--- src/rtl/serial_subtractor.sv ---
// Bit-serial LSB-first WIDTH-bit subtractor (Diff = A - B), one bit per clock via start/done.
// Latency: start sampled at edge N -> done high for one cycle after edge N+WIDTH.
// Backpressure: none; start is ignored while busy, accepted in IDLE or DONE (optional Overflow via SERIAL_SUB_OVF_EN).
module serial_subtractor #(
  parameter int WIDTH = 8
) (
  input  logic             clk,
  input  logic             rst_n,
  input  logic             start,
  input  logic [WIDTH-1:0] A,
  input  logic [WIDTH-1:0] B,
  output logic             busy,
  output logic             done,
  output logic [WIDTH-1:0] Diff,
  output logic             Borrow
`ifdef SERIAL_SUB_OVF_EN
  ,
  output logic             Overflow
`endif
);

  localparam int CW = (WIDTH > 2) ? $clog2(WIDTH) : 1;
  localparam logic [CW-1:0] LAST_BIT = CW'(WIDTH - 1);

  typedef enum logic [1:0] {
    ST_IDLE  = 2'd0,
    ST_SHIFT = 2'd1,
    ST_DONE  = 2'd2
  } state_t;

  state_t state, state_nxt;

  logic [WIDTH-1:0] a_sr;
  logic [WIDTH-1:0] b_sr;
  logic [WIDTH-1:0] work;
  logic             brw;
  logic [CW-1:0]    cnt;

  logic             accept;
  logic             last_bit;
  logic             bit_a, bit_b, bit_d, bit_bo;

`ifdef SERIAL_SUB_OVF_EN
  logic             a_msb;
  logic             b_msb;
`endif

  // A start is only honoured when no operation is in flight.
  assign accept   = start && ((state == ST_IDLE) || (state == ST_DONE));
  assign last_bit = (state == ST_SHIFT) && (cnt == LAST_BIT);

  // One-bit full-subtractor cell on the current LSBs and the registered borrow.
  always_comb begin
    bit_a  = a_sr[0];
    bit_b  = b_sr[0];
    bit_d  = bit_a ^ bit_b ^ brw;
    bit_bo = (~bit_a & bit_b) | (~(bit_a ^ bit_b) & brw);
  end

  // State register.
  always_ff @(posedge clk or negedge rst_n) begin
    if (!rst_n) begin
      state <= ST_IDLE;
    end else begin
      state <= state_nxt;
    end
  end

  // Next-state logic: DONE chains straight into SHIFT when start is held.
  always_comb begin
    state_nxt = state;
    unique case (state)
      ST_IDLE:  if (start) state_nxt = ST_SHIFT;
      ST_SHIFT: if (cnt == LAST_BIT) state_nxt = ST_DONE;
      ST_DONE:  state_nxt = start ? ST_SHIFT : ST_IDLE;
      default:  state_nxt = ST_IDLE;
    endcase
  end

  // Status outputs decoded directly from state.
  always_comb begin
    busy = 1'b0;
    done = 1'b0;
    unique case (state)
      ST_SHIFT: busy = 1'b1;
      ST_DONE:  done = 1'b1;
      default:  ;
    endcase
  end

  // Operand shift registers, borrow and bit counter; reloaded on every accepted start.
  always_ff @(posedge clk or negedge rst_n) begin
    if (!rst_n) begin
      a_sr <= '0;
      b_sr <= '0;
      work <= '0;
      brw  <= 1'b0;
      cnt  <= '0;
    end else if (accept) begin
      a_sr <= A;
      b_sr <= B;
      work <= '0;
      brw  <= 1'b0;
      cnt  <= '0;
    end else if (state == ST_SHIFT) begin
      a_sr <= {1'b0, a_sr[WIDTH-1:1]};
      b_sr <= {1'b0, b_sr[WIDTH-1:1]};
      work <= {bit_d, work[WIDTH-1:1]};
      brw  <= bit_bo;
      // Counter saturates at the last bit; only a new start clears it.
      if (cnt != LAST_BIT) cnt <= cnt + 1'b1;
    end
  end

  // Published result updates only as the final bit is produced, then holds.
  always_ff @(posedge clk or negedge rst_n) begin
    if (!rst_n) begin
      Diff   <= '0;
      Borrow <= 1'b0;
    end else if (last_bit) begin
      Diff   <= {bit_d, work[WIDTH-1:1]};
      Borrow <= bit_bo;
    end
  end

`ifdef SERIAL_SUB_OVF_EN
  // Operand sign bits are captured at start because the shift registers lose them.
  always_ff @(posedge clk or negedge rst_n) begin
    if (!rst_n) begin
      a_msb <= 1'b0;
      b_msb <= 1'b0;
    end else if (accept) begin
      a_msb <= A[WIDTH-1];
      b_msb <= B[WIDTH-1];
    end
  end

  // Signed overflow: operand signs differ and the result sign differs from the minuend.
  always_ff @(posedge clk or negedge rst_n) begin
    if (!rst_n) begin
      Overflow <= 1'b0;
    end else if (last_bit) begin
      Overflow <= (a_msb ^ b_msb) & (a_msb ^ bit_d);
    end
  end
`endif

endmodule

--- config.mk ---
export PLATFORM = sky130hd
export DESIGN_NAME = serial_subtractor
export DESIGN_NICKNAME = d
export VERILOG_FILES = /design/src/rtl/serial_subtractor.sv
export SDC_FILE = /design/constraint.sdc
export NUM_CORES = 1
export LEC_CHECK = 0
export ABC_CLOCK_PERIOD_IN_PS = 4800
export CAP_MARGIN = 0
export CORE_ASPECT_RATIO = 1.5
export CORE_MARGIN = 2
export CORE_UTILIZATION = 55
export CTS_CLUSTER_SIZE = 14
export DETAILED_ROUTE_END_ITERATION = 7
export GPL_TIMING_DRIVEN = 1
export PLACE_DENSITY_LB_ADDON = 0.05
export SETUP_SLACK_MARGIN = 0.15
export SLEW_MARGIN = 40
export SYNTH_ARGS = -nofsm -noshare
export SYNTH_HDL_FRONTEND = slang
export SYNTH_SLANG_ARGS = --single-unit
--- constraint.sdc ---
create_clock -name clk -period 4.8 [get_ports clk]
set_input_delay 0.96 -clock clk [delete_from_list [all_inputs] [get_ports clk]]
set_output_delay 0.96 -clock clk [all_outputs]
set_load 0.005 [all_outputs]
Word-level counts from Yosys, hierarchy flattened

Index checks and enable logic that the tools add are counted.

$add $sub $neg: 1
Equal/unequal tests: 6
Mux-type cells: 17
Bitwise operators: 7
Reductions and logical operators: 8

Operator list:

| operator                                                         | count |
|---|---|
| 8-bit 2-to-1 mux                                                 | 6 |
| 3-bit 2-to-1 mux                                                 | 3 |
| 2-bit one-hot mux with 3 select lines                            | 1 |
| 1-bit 2-to-1 mux                                                 | 5 |
| 2-bit 2-to-1 mux                                                 | 2 |
| 2-bit inequality test (second input constant)                    | 2 |
| 2-bit AND reduction                                              | 2 |
| 2-bit nonzero test                                               | 2 |
| 3-bit by 1-bit adder with 3-bit output (second input constant)   | 1 |
| 3-bit == test (second input constant)                            | 1 |
| 3-bit inequality test (second input constant)                    | 1 |
| 1-bit bitwise AND                                                | 2 |
| 2-bit by 1-bit == test with 1-bit output (second input constant) | 1 |
| 2-bit == test (second input constant)                            | 1 |
| 1-bit logical AND                                                | 2 |
| 2-bit zero test                                                  | 1 |
| 1-bit NOT                                                        | 2 |
| 1-bit bitwise XOR                                                | 2 |
| 1-bit logical OR                                                 | 1 |
| 1-bit OR                                                         | 1 |

Register bits after elaboration: 39
Bits of input ports: 19
Output and inout port bits: 11
Logic and storage cells: 47

Depth between registers and ports, before layout

Gate-level depths: netlist (run 1).

Depth after elaboration: 6
Depth in mapped cells: 6
Gate-level depth less buffers: 5

Least setup slack after synthesis (run 1)

No wires, ideal clock.

Path type: reg-to-output
Start: reg state[1]
End: out busy
Arrival time: 0.836 ns
Data required time: 3.840 ns
Setup slack: 3.004 ns
Stages on the path, launching flop included: 4
Buffers on the path: 1
Cell sequence: dfrtp_1 buf_4 nand2b_1 inv_1

Word-level cells in the longest chain between the ends: 2

RTL lines:

| item                                     | line | source |
|---|---|---|
| from (decl)                              | 31   | `state_t state, state_nxt;` |
| from (signal assigned)                   | 65   | `state <= state_nxt;` |
| 2-bit by 1-bit == test with 1-bit output | 84   | `unique case (state)` |
| 1-bit 2-to-1 mux                         | 84   |  |
| to (decl)                                | 12   | `output logic busy,` |

No other way between the ends.

Final worst setup path (run 1)

Start: reg state[0]
End: out busy

The elaborated chain is that of the path after synthesis.

==> results.py, run 1 <==
metrics = {
    "placement": {
        "dp_slack_ns": 1.934,
        "dpl-instance-area_um2": 1959,
        "gp_congestion": 0.7065,
        "dpl.hpwl_um": 2101,
        "numPortBuffers": 29,
    },
    "synth": {
        "synth-seq-area-share_pct": 56.97,
        "synth_nets": 163,
        "synthTopCellsByArea": "dfrtp_1, mux2_1, a21oi_2",
        "synthFlopType": "dfrtp_1",
        "ys_ff_latch": 38,
        "syn_area_um2": 1669,
        "synth_top_area_share_pct": 56.97,
        "yosysTopAreaCell": "dfrtp_1",
        "synth_edf_count": 0,
        "synthTopCellsByCount": "dfrtp_1, inv_1, o22ai_1",
        "synth_most_common_cell": "dfrtp_1",
        "syn_avg_cell_area_um2": 11.84,
        "netlist-cell-type-count": 26,
        "synth_async_sr_flop_share_pct": 100.0,
        "syn_inst": 141,
        "synth_warnings": 0,
    },
    "setup_path": {
        "cp-startpoint": "state[0]",
        "cp-end-kind": "primary output",
        "crit_path_start_kind": "flop",
        "cp.arrival_ns": 2.20,
        "worst_ep_required_time_ns": 3.84,
        "worstReg2RegStart": "state[0]",
        "critPathKind": "reg2out",
        "crit_fanout": 20,
    },
    "grt": {
        "grt_pass1_wl_um": 5257,
        "grt-ovfl-total": 0,
        "grt_pass1_vias": 1168,
        "grt_max_degree": 39,
        "grt_usage_pct": 19.94,
        "antenna_found_initial": 0,
    },
    "clock_network": {
        "cts_max_level": 2,
        "root_buffer": "clkbuf_8",
        "cts_buffers": 5,
        "post_cts_buffers": 0,
        "holdBufCountCts": 0,
        "cts_tree": "yes",
        "clockBufferDepth": 2,
        "cts.clk_slew.worst_paths_ns": 0.07,
        "cts_resized": 0,
        "clk_latency_ns": 0.29,
        "clock_sinks": 38,
    },
    "timing": {
        "rsz0062_at_grt": "no",
        "worst_slew_pin_slew_ns": 0.8109,
        "finalClockSkew_ns": 0.005141,
        "max_freq_mhz": 316.4,
        "drv_slew": 0,
        "setup_slack_ns": 1.639,
        "slew_headroom_pct": 45.94,
        "setup-violations-final": 0,
        "hold_viol_final": 0,
        "min_period_over_period_pct": 65.85,
        "period_needed_ns": 3.161,
        "setup_tns_ns": 0,
    },
    "route": {
        "dr.pass1.iters": 4,
        "drt_iter0_drc": 16,
        "drc": 0,
        "ant_nets": 0,
        "wl_per_cell_um": 14.20,
        "viasPerCell": 5.400,
        "wirelength_um": 2981,
        "num_vias": 1134,
    },
    "hold_path": {
        "hold_path.class": "reg2reg",
        "worst_hold_startpoint": "Borrow",
    },
    "cells_and_area": {
        "fillers": 234,
        "synthToLayoutAreaGrowth_pct": 23.09,
        "stdcell_area_um2": 2054,
        "seq_area_um2": 950.9,
        "multi_input_area_um2": 601.8,
        "n_antenna_cell": 0,
        "nets": 192,
        "drive_above_1_share_pct": 11.70,
    },
    "power_and_ir_drop": {
        "p_leak_uw": 0.0009295,
        "p_total_uw": 1278,
        "p_per_area_nw_per_um2": 621.9,
        "irDropWorstVdd_uv": 413.3,
    },
    "job": {
        "cap_violations": 0,
    },
    "floorplan": {
        "num_rows": 24,
        "core_um2": 2913,
        "ios": 30,
        "die_h_um": 71.47,
        "dieArea_um2": 3501,
        "start_util_pct": 57.30,
        "die_w_um": 48.98,
    },
    "outcome": {
        "status": "finished, final reports clean",
    },
}
-- registers in the layout, summed over array words and instances (netlist names) --
name    cells
Borrow      1
Diff        8
a_sr        8
b_sr        8
brw         1
cnt         3
state       2
work        7
-- final cells by class --
cell class	instances	share of cell area, %
clock buffers	6	4.019
flip-flops and latches	38	46.29
repair buffers	30	14.49
inverters	16	2.923
clock inverters	2	0.6090
well taps	39	2.375
multi-input cells	79	29.29
-- cell usage in the layout, fill, tap and decap left out --
cell,instances
nand3_1,6
clkbuf_8,6
nand3b_1,1
mux2_1,10
ha_1,2
o22ai_1,12
inv_1,16
a21oi_2,10
dfrtp_1,38
or2_1,1
mux2i_1,2
a21oi_1,7
o21ai_0,1
fa_1,1
a21o_1,1
nand2_1,4
nor2_1,1
nor2b_1,4
a211oi_1,2
buf_4,1
nor2_2,1
a22o_1,10
clkinvlp_4,1
clkinv_2,1
o21ai_1,1
nand2b_1,2
clkdlybuf4s50_1,29
-- metrics by stage --
step                std cells  hold WS [ns]  utilization [%]
finish                    210        0.4846            70.53
floorplan                 141        0.4473                -
detailed placement        202        0.4746            67.27
CTS                       210        0.4905            70.53
global placement          202        0.4682            67.27
global route              210        0.5142            70.53
-- power breakdown --
part           leakage, uW  internal [uW]  switching [uW]
Clock            0.0000472            115             112
Combinational     0.000412            259             222
Sequential        0.000470            463             105
-- critical path, stage by stage, from the launching register on --
cell,delay [ns]
dfrtp_1,0.70
nand2b_1,0.40
inv_1,0.27
clkdlybuf4s50_1,0.54
-- final timing paths --
check                      endpoint  slack [ns]  cells past startpoint
max                            busy        1.64                      3
min                          Borrow        0.48                      2
max reg2reg                 work[4]        2.91                      3
min reg2reg                  Borrow        0.48                      2
max in group asynchronous   b_sr[0]        3.39                      2
min in group asynchronous   Diff[4]        1.08                      2
-- cell families after synthesis --
group / synth area share [%]
AND/OR/NAND/NOR: 6.372
AO/OA/AOI/OAI: 19.04
buffers and inverters: 6.971
multiplexers: 7.946
flip-flops: 56.97
adder cells (fa/ha/maj): 2.698
-- per-layer routing --
layer | track usage, % | vias up | routed length (um)
met5 | 0 | - | 0
met4 | 7.619 | 0 | 34
met3 | 5.625 | 5 | 124
met2 | 34.86 | 33 | 1585
met1 | 23.15 | 544 | 1236
li1 | - | 552 | -
(Power assumes the default switching activity.)
==> run 2: changes to the inputs <==
--- a/config.mk
+++ b/config.mk
@@ -5,11 +5,11 @@
 export SDC_FILE = /design/constraint.sdc
 export NUM_CORES = 1
 export LEC_CHECK = 0
-export ABC_CLOCK_PERIOD_IN_PS = 4800
+export ABC_CLOCK_PERIOD_IN_PS = 2930
 export CAP_MARGIN = 0
 export CORE_ASPECT_RATIO = 1.5
 export CORE_MARGIN = 2
-export CORE_UTILIZATION = 55
+export CORE_UTILIZATION = 51
 export CTS_CLUSTER_SIZE = 14
 export DETAILED_ROUTE_END_ITERATION = 7
 export GPL_TIMING_DRIVEN = 1
==> constraint.sdc (replaced) <==
create_clock -name clk -period 2.93 [get_ports clk]
set_input_delay 0.586 -clock clk [delete_from_list [all_inputs] [get_ports clk]]
set_output_delay 0.586 -clock clk [all_outputs]
set_load 0.005 [all_outputs]
==> results.py, run 2 (synthesis results as in run 1) <==
metrics = {
    "clock_network": {
        "clockBufferDepth": 2,
        "cts_resized": 0,
        "holdBufCountCts": 0,
        "cts_buffers": 5,
        "clk_latency_ns": 0.29,
        "cts_tree": "yes",
        "cts.clk_slew.worst_paths_ns": 0.07,
        "post_cts_buffers": 0,
        "cts_max_level": 2,
        "root_buffer": "clkbuf_8",
        "clock_sinks": 38,
    },
    "setup_path": {
        "worstReg2RegStart": "cnt[0]",
        "r2r_cells": 4,
        "crit_path_start_kind": "flop",
        "crit_fanout": 12,
        "cp-end-kind": "primary output",
        "cp.arrival_ns": 1.71,
        "critPathKind": "reg2out",
        "r2r_slack_ns": 1.23,
        "r2r-end": "Diff[0]",
        "worst_ep_required_time_ns": 2.34,
    },
    "timing": {
        "setup-violations-final": 0,
        "hold_viol_final": 0,
        "slew_headroom_pct": 67.86,
        "period_needed_ns": 2.300,
        "worst_slew_pin_slew_ns": 0.4806,
        "min_period_over_period_pct": 78.51,
        "max_freq_mhz": 434.7,
        "drv_slew": 0,
        "rsz0062_at_grt": "no",
        "finalClockSkew_ns": 0.006530,
        "setup_tns_ns": 0,
    },
    "route": {
        "drt_iter0_drc": 24,
        "drc": 0,
        "dr.pass1.iters": 4,
        "ant_nets": 0,
        "viasPerCell": 5.516,
        "wirelength_um": 3091,
        "wl_per_cell_um": 14.38,
        "num_vias": 1186,
    },
    "floorplan": {
        "dieArea_um2": 3756,
        "die_w_um": 50.71,
        "ios": 30,
        "start_util_pct": 53.36,
        "die_h_um": 74.07,
        "num_rows": 25,
        "core_um2": 3128,
    },
    "power_and_ir_drop": {
        "p_sw_share_pct": 31.73,
        "p_int_uw": 1571,
        "p_leak_uw": 0.0009739,
        "clockPowerShare_pct": 23.7,
        "p_per_area_nw_per_um2": 1079,
        "p_seq_share_pct": 39.3,
        "pwr-share-comb_pct": 37.0,
        "irDropWorstVdd_uv": 599.8,
        "switchingPower_uw": 730.5,
    },
    "placement": {
        "place_inst": 207,
        "numPortBuffers": 29,
        "gp_congestion": 0.7506,
        "dpl-instance-area_um2": 1991,
        "dpl.hpwl_um": 2218,
    },
    "grt": {
        "grt_pass1_wl_um": 5237,
        "grt-ovfl-total": 0,
        "grt_pass1_vias": 1156,
        "met2_usage_pct": 32.46,
        "met3_usage_pct": 5.622,
        "grt_max_degree": 39,
        "grt_usage_pct": 19.06,
        "antenna_found_initial": 0,
        "grt.busiest_layer": "met2",
        "grt_use_met1_pct": 22.48,
    },
    "cells_and_area": {
        "final_cell_mix": "dfrtp_1, clkdlybuf4s50_1, inv_1, o22ai_1",
        "post-route-util_pct": 68.20,
        "fillers": 248,
        "largestRegisters": "Diff x8, a_sr x8, b_sr x8",
        "layoutNonFillerInstCount": 215,
        "final_common_cell": "dfrtp_1",
        "nets": 196,
        "n_antenna_cell": 0,
        "seq_area_um2": 950.9,
        "synthToLayoutAreaGrowth_pct": 27.81,
        "stdcell_area_um2": 2133,
        "multi_input_area_um2": 601.8,
        "drive_above_1_share_pct": 13.71,
    },
    "job": {
        "cap_violations": 0,
    },
    "hold_path": {
        "min_path_cells": 1,
        "hold_end": "cnt[0]",
        "hold_path.class": "reg2reg",
        "worst_hold_startpoint": "cnt[0]",
    },
    "outcome": {
        "status": "finished, final reports clean",
    },
}
run 2: changes by cell type in the layout (fill, tap and decap cells not counted):
cell        change
buf_4           +4
bufinv_16       +2
clkinv_2        -1
clkinvlp_4      -1
run 2: routing by layer:
layer / wire, um / share of wire (%)
met5: 0 / 0
met4: 37 / 1.2
met3: 115 / 3.7
met2: 1646 / 53
met1: 1292 / 42
run 2: worst max path at each step:
stage / startpoint / endpoint / slack [ns] / cells after the start
4_1_cts: state[1] / busy / 0.62 / 4
3_5_place_dp: start / a_sr[3] / 0.87 / 5
3_3_place_gp: start / a_sr[4] / 0.93 / 5
5_1_grt: state[1] / busy / 0.53 / 4
6_report: state[1] / busy / 0.63 / 4
2_1_floorplan: cnt[0] / Diff[1] / 1.42 / 5
run 2: stage by stage:
stage                     setup slack [ns]  hold WS (ns)  total power (uW)
after global routing                0.5344        0.5167              2462
after detailed placement            0.8704        0.4813              1778
after CTS                           0.6241        0.4959              2329
final                               0.6297        0.4879              2302
after global placement              0.9257        0.4624              1734
after floorplan                      1.423        0.2904              1481
run 2: critical path: stages (launching register included):
cell	delay, ns
dfrtp_1	0.36
buf_4	0.18
nand2b_1	0.18
inv_1	0.17
clkdlybuf4s50_1	0.53
run 2: power by group through the flow:
stage	clock network (uW)	registers [uW]	logic, uW
2_1_floorplan	0	879	602
3_3_place_gp	0	903	831
3_5_place_dp	0	916	862
4_1_cts	553	910	867
5_1_grt	578	933	952
6_report	544	905	853
run 2: area by class of cell:
| type | instances | area share, % |
|---|---|---|
| multi-input cells | 79 | 28.21 |
| clock inverters | 2 | 2.815 |
| flip-flops and latches | 38 | 44.57 |
| well taps | 40 | 2.346 |
| clock buffers | 6 | 3.871 |
| repair buffers | 34 | 15.37 |
| inverters | 16 | 2.815 |
==> run 3: changes to the inputs <==
--- a/config.mk
+++ b/config.mk
@@ -5,7 +5,7 @@
 export SDC_FILE = /design/constraint.sdc
 export NUM_CORES = 1
 export LEC_CHECK = 0
-export ABC_CLOCK_PERIOD_IN_PS = 2930
+export ABC_CLOCK_PERIOD_IN_PS = 2400
 export CAP_MARGIN = 0
 export CORE_ASPECT_RATIO = 1.5
 export CORE_MARGIN = 2
==> constraint.sdc (replaced) <==
create_clock -name clk -period 2.4 [get_ports clk]
set_input_delay 0.48 -clock clk [delete_from_list [all_inputs] [get_ports clk]]
set_output_delay 0.48 -clock clk [all_outputs]
set_load 0.005 [all_outputs]
==> results.py, run 3 (synthesis results as in run 1) <==
metrics = {
    "setup_path": {
        "cp-startpoint": "state[1]",
        "crit_fanout": 7,
        "cp-end-kind": "primary output",
        "worst_ep_required_time_ns": 1.92,
        "crit_path_start_kind": "flop",
        "cp.arrival_ns": 1.63,
        "critPathKind": "reg2out",
        "worstReg2RegStart": "cnt[0]",
    },
    "clock_network": {
        "cts_tree": "yes",
        "cts_buffers": 5,
        "holdBufCountCts": 0,
        "cts_max_level": 2,
        "clock_sinks": 38,
        "post_cts_buffers": 0,
        "clk_latency_ns": 0.29,
        "cts.clk_slew.worst_paths_ns": 0.07,
        "root_buffer": "clkbuf_8",
        "clockBufferDepth": 2,
    },
    "timing": {
        "slew_headroom_pct": 64.97,
        "max_freq_mhz": 473.8,
        "period_needed_ns": 2.111,
        "worst_slew_pin_slew_ns": 0.5239,
        "min_period_over_period_pct": 87.94,
        "drv_slew": 0,
        "setup_tns_ns": 0,
        "hold_viol_final": 0,
        "setup-violations-final": 0,
        "rsz0062_at_grt": "no",
        "finalClockSkew_ns": 0.003463,
    },
    "hold_path": {
        "hold_path.class": "reg2reg",
        "worst_hold_startpoint": "cnt[0]",
    },
    "floorplan": {
        "die_h_um": 74.07,
        "core_um2": 3128,
        "start_util_pct": 53.36,
        "ios": 30,
        "dieArea_um2": 3756,
        "num_rows": 25,
        "die_w_um": 50.71,
    },
    "power_and_ir_drop": {
        "p_sw_share_pct": 33.10,
        "p_leak_uw": 0.0009599,
        "switchingPower_uw": 883.4,
        "irDropWorstVdd_uv": 691.1,
        "clockPowerShare_pct": 19.6,
        "p_per_area_nw_per_um2": 1270,
        "p_int_uw": 1785,
        "pwr-share-comb_pct": 38.4,
        "p_seq_share_pct": 42.0,
    },
    "route": {
        "wirelength_um": 3018,
        "dr.pass1.iters": 3,
        "drt_iter0_drc": 6,
        "num_vias": 1166,
        "ant_nets": 0,
        "wl_per_cell_um": 14.04,
        "drc": 0,
        "viasPerCell": 5.423,
    },
    "grt": {
        "grt_usage_pct": 18.75,
        "grt_pass1_vias": 1224,
        "grt-ovfl-total": 0,
        "antenna_found_initial": 0,
        "grt_max_degree": 39,
        "grt_pass1_wl_um": 5244,
    },
    "cells_and_area": {
        "nets": 196,
        "drive_above_1_share_pct": 14.29,
        "fillers": 248,
        "synthToLayoutAreaGrowth_pct": 25.86,
        "n_antenna_cell": 0,
        "largestRegisters": "Diff x8, a_sr x8, b_sr x8",
        "final_common_cell": "dfrtp_1",
        "final_cell_mix": "dfrtp_1, clkdlybuf4s50_1, inv_1, o22ai_1",
        "layoutNonFillerInstCount": 215,
        "post-route-util_pct": 67.16,
    },
    "placement": {
        "dpl.hpwl_um": 2174,
        "place_inst": 207,
        "numPortBuffers": 29,
        "gp_congestion": 0.7872,
    },
    "job": {
        "cap_violations": 0,
    },
    "outcome": {
        "status": "finished, final reports clean",
    },
}
[run 3: stage by stage]
stage	total power, uW	setup WS, ns	hold slack, ns	instance area (um^2)
after floorplan	1808	0.8934	0.1844	1669
after global routing	2872	0.1925	0.5210	2101
after CTS	2700	0.2178	0.4902	2100
final	2669	0.2895	0.4909	2101
after detailed placement	2168	0.4741	0.4769	1991
after global placement	2116	0.5123	0.4625	1991
[run 3: power groups by stage]
stage               Combinational (uW)  Sequential, uW  Clock, uW
floorplan                          735            1070          0
global placement                   996            1120          0
detailed placement                1040            1130          0
CTS                               1040            1120        535
global route                      1160            1150        559
finish                            1020            1120        523
[run 3: worst max-delay path: stages (launching register included)]
cell	delay, ns
dfrtp_1	0.45
nand2b_1	0.19
inv_1	0.17
clkdlybuf4s50_1	0.54
[run 3: layer usage]
metal / vias to the layer above / track usage (%) / share of wire, %
met1: 568 / 21.09 / 42
met4: 0 / 7.808 / 1.3
met2: 29 / 33.04 / 52
li1: 562 / - / -
met5: - / 0 / 0
met3: 7 / 5.622 / 4.1
[run 3: timing repair]
| item | 4_1_cts | 5_1_grt |
|---|---|---|
| setup endpoints to repair | 0 | 1 |
| gates resized for setup | 0 | 1 |
| hold endpoints to repair | 0 | 0 |
[run 3: path summary, 6_finish.rpt]
| check | endpoint | slack (ns) | cells past startpoint |
|---|---|---|---|
| worst max register to register | Diff[3] | 0.67 | 4 |
| worst min-delay path | cnt[0] | 0.49 | 1 |
| min in group asynchronous | work[4] | 0.61 | 2 |
| worst max-delay path | busy | 0.29 | 3 |
| max in group asynchronous | state[0] | 1.44 | 2 |
| worst min register to register | cnt[0] | 0.49 | 1 |
[run 3: area by class of cell]
class | count | area [um^2] | share of cell area (%)
clock buffers | 5 | 68.82 | 3.276
clock inverters | 3 | 40.04 | 1.906
inverters | 16 | 60.06 | 2.859
multi-input cells | 79 | 601.8 | 28.65
flip-flops and latches | 38 | 952.2 | 45.32
well taps | 40 | 50.05 | 2.382
repair buffers | 34 | 327.8 | 15.60
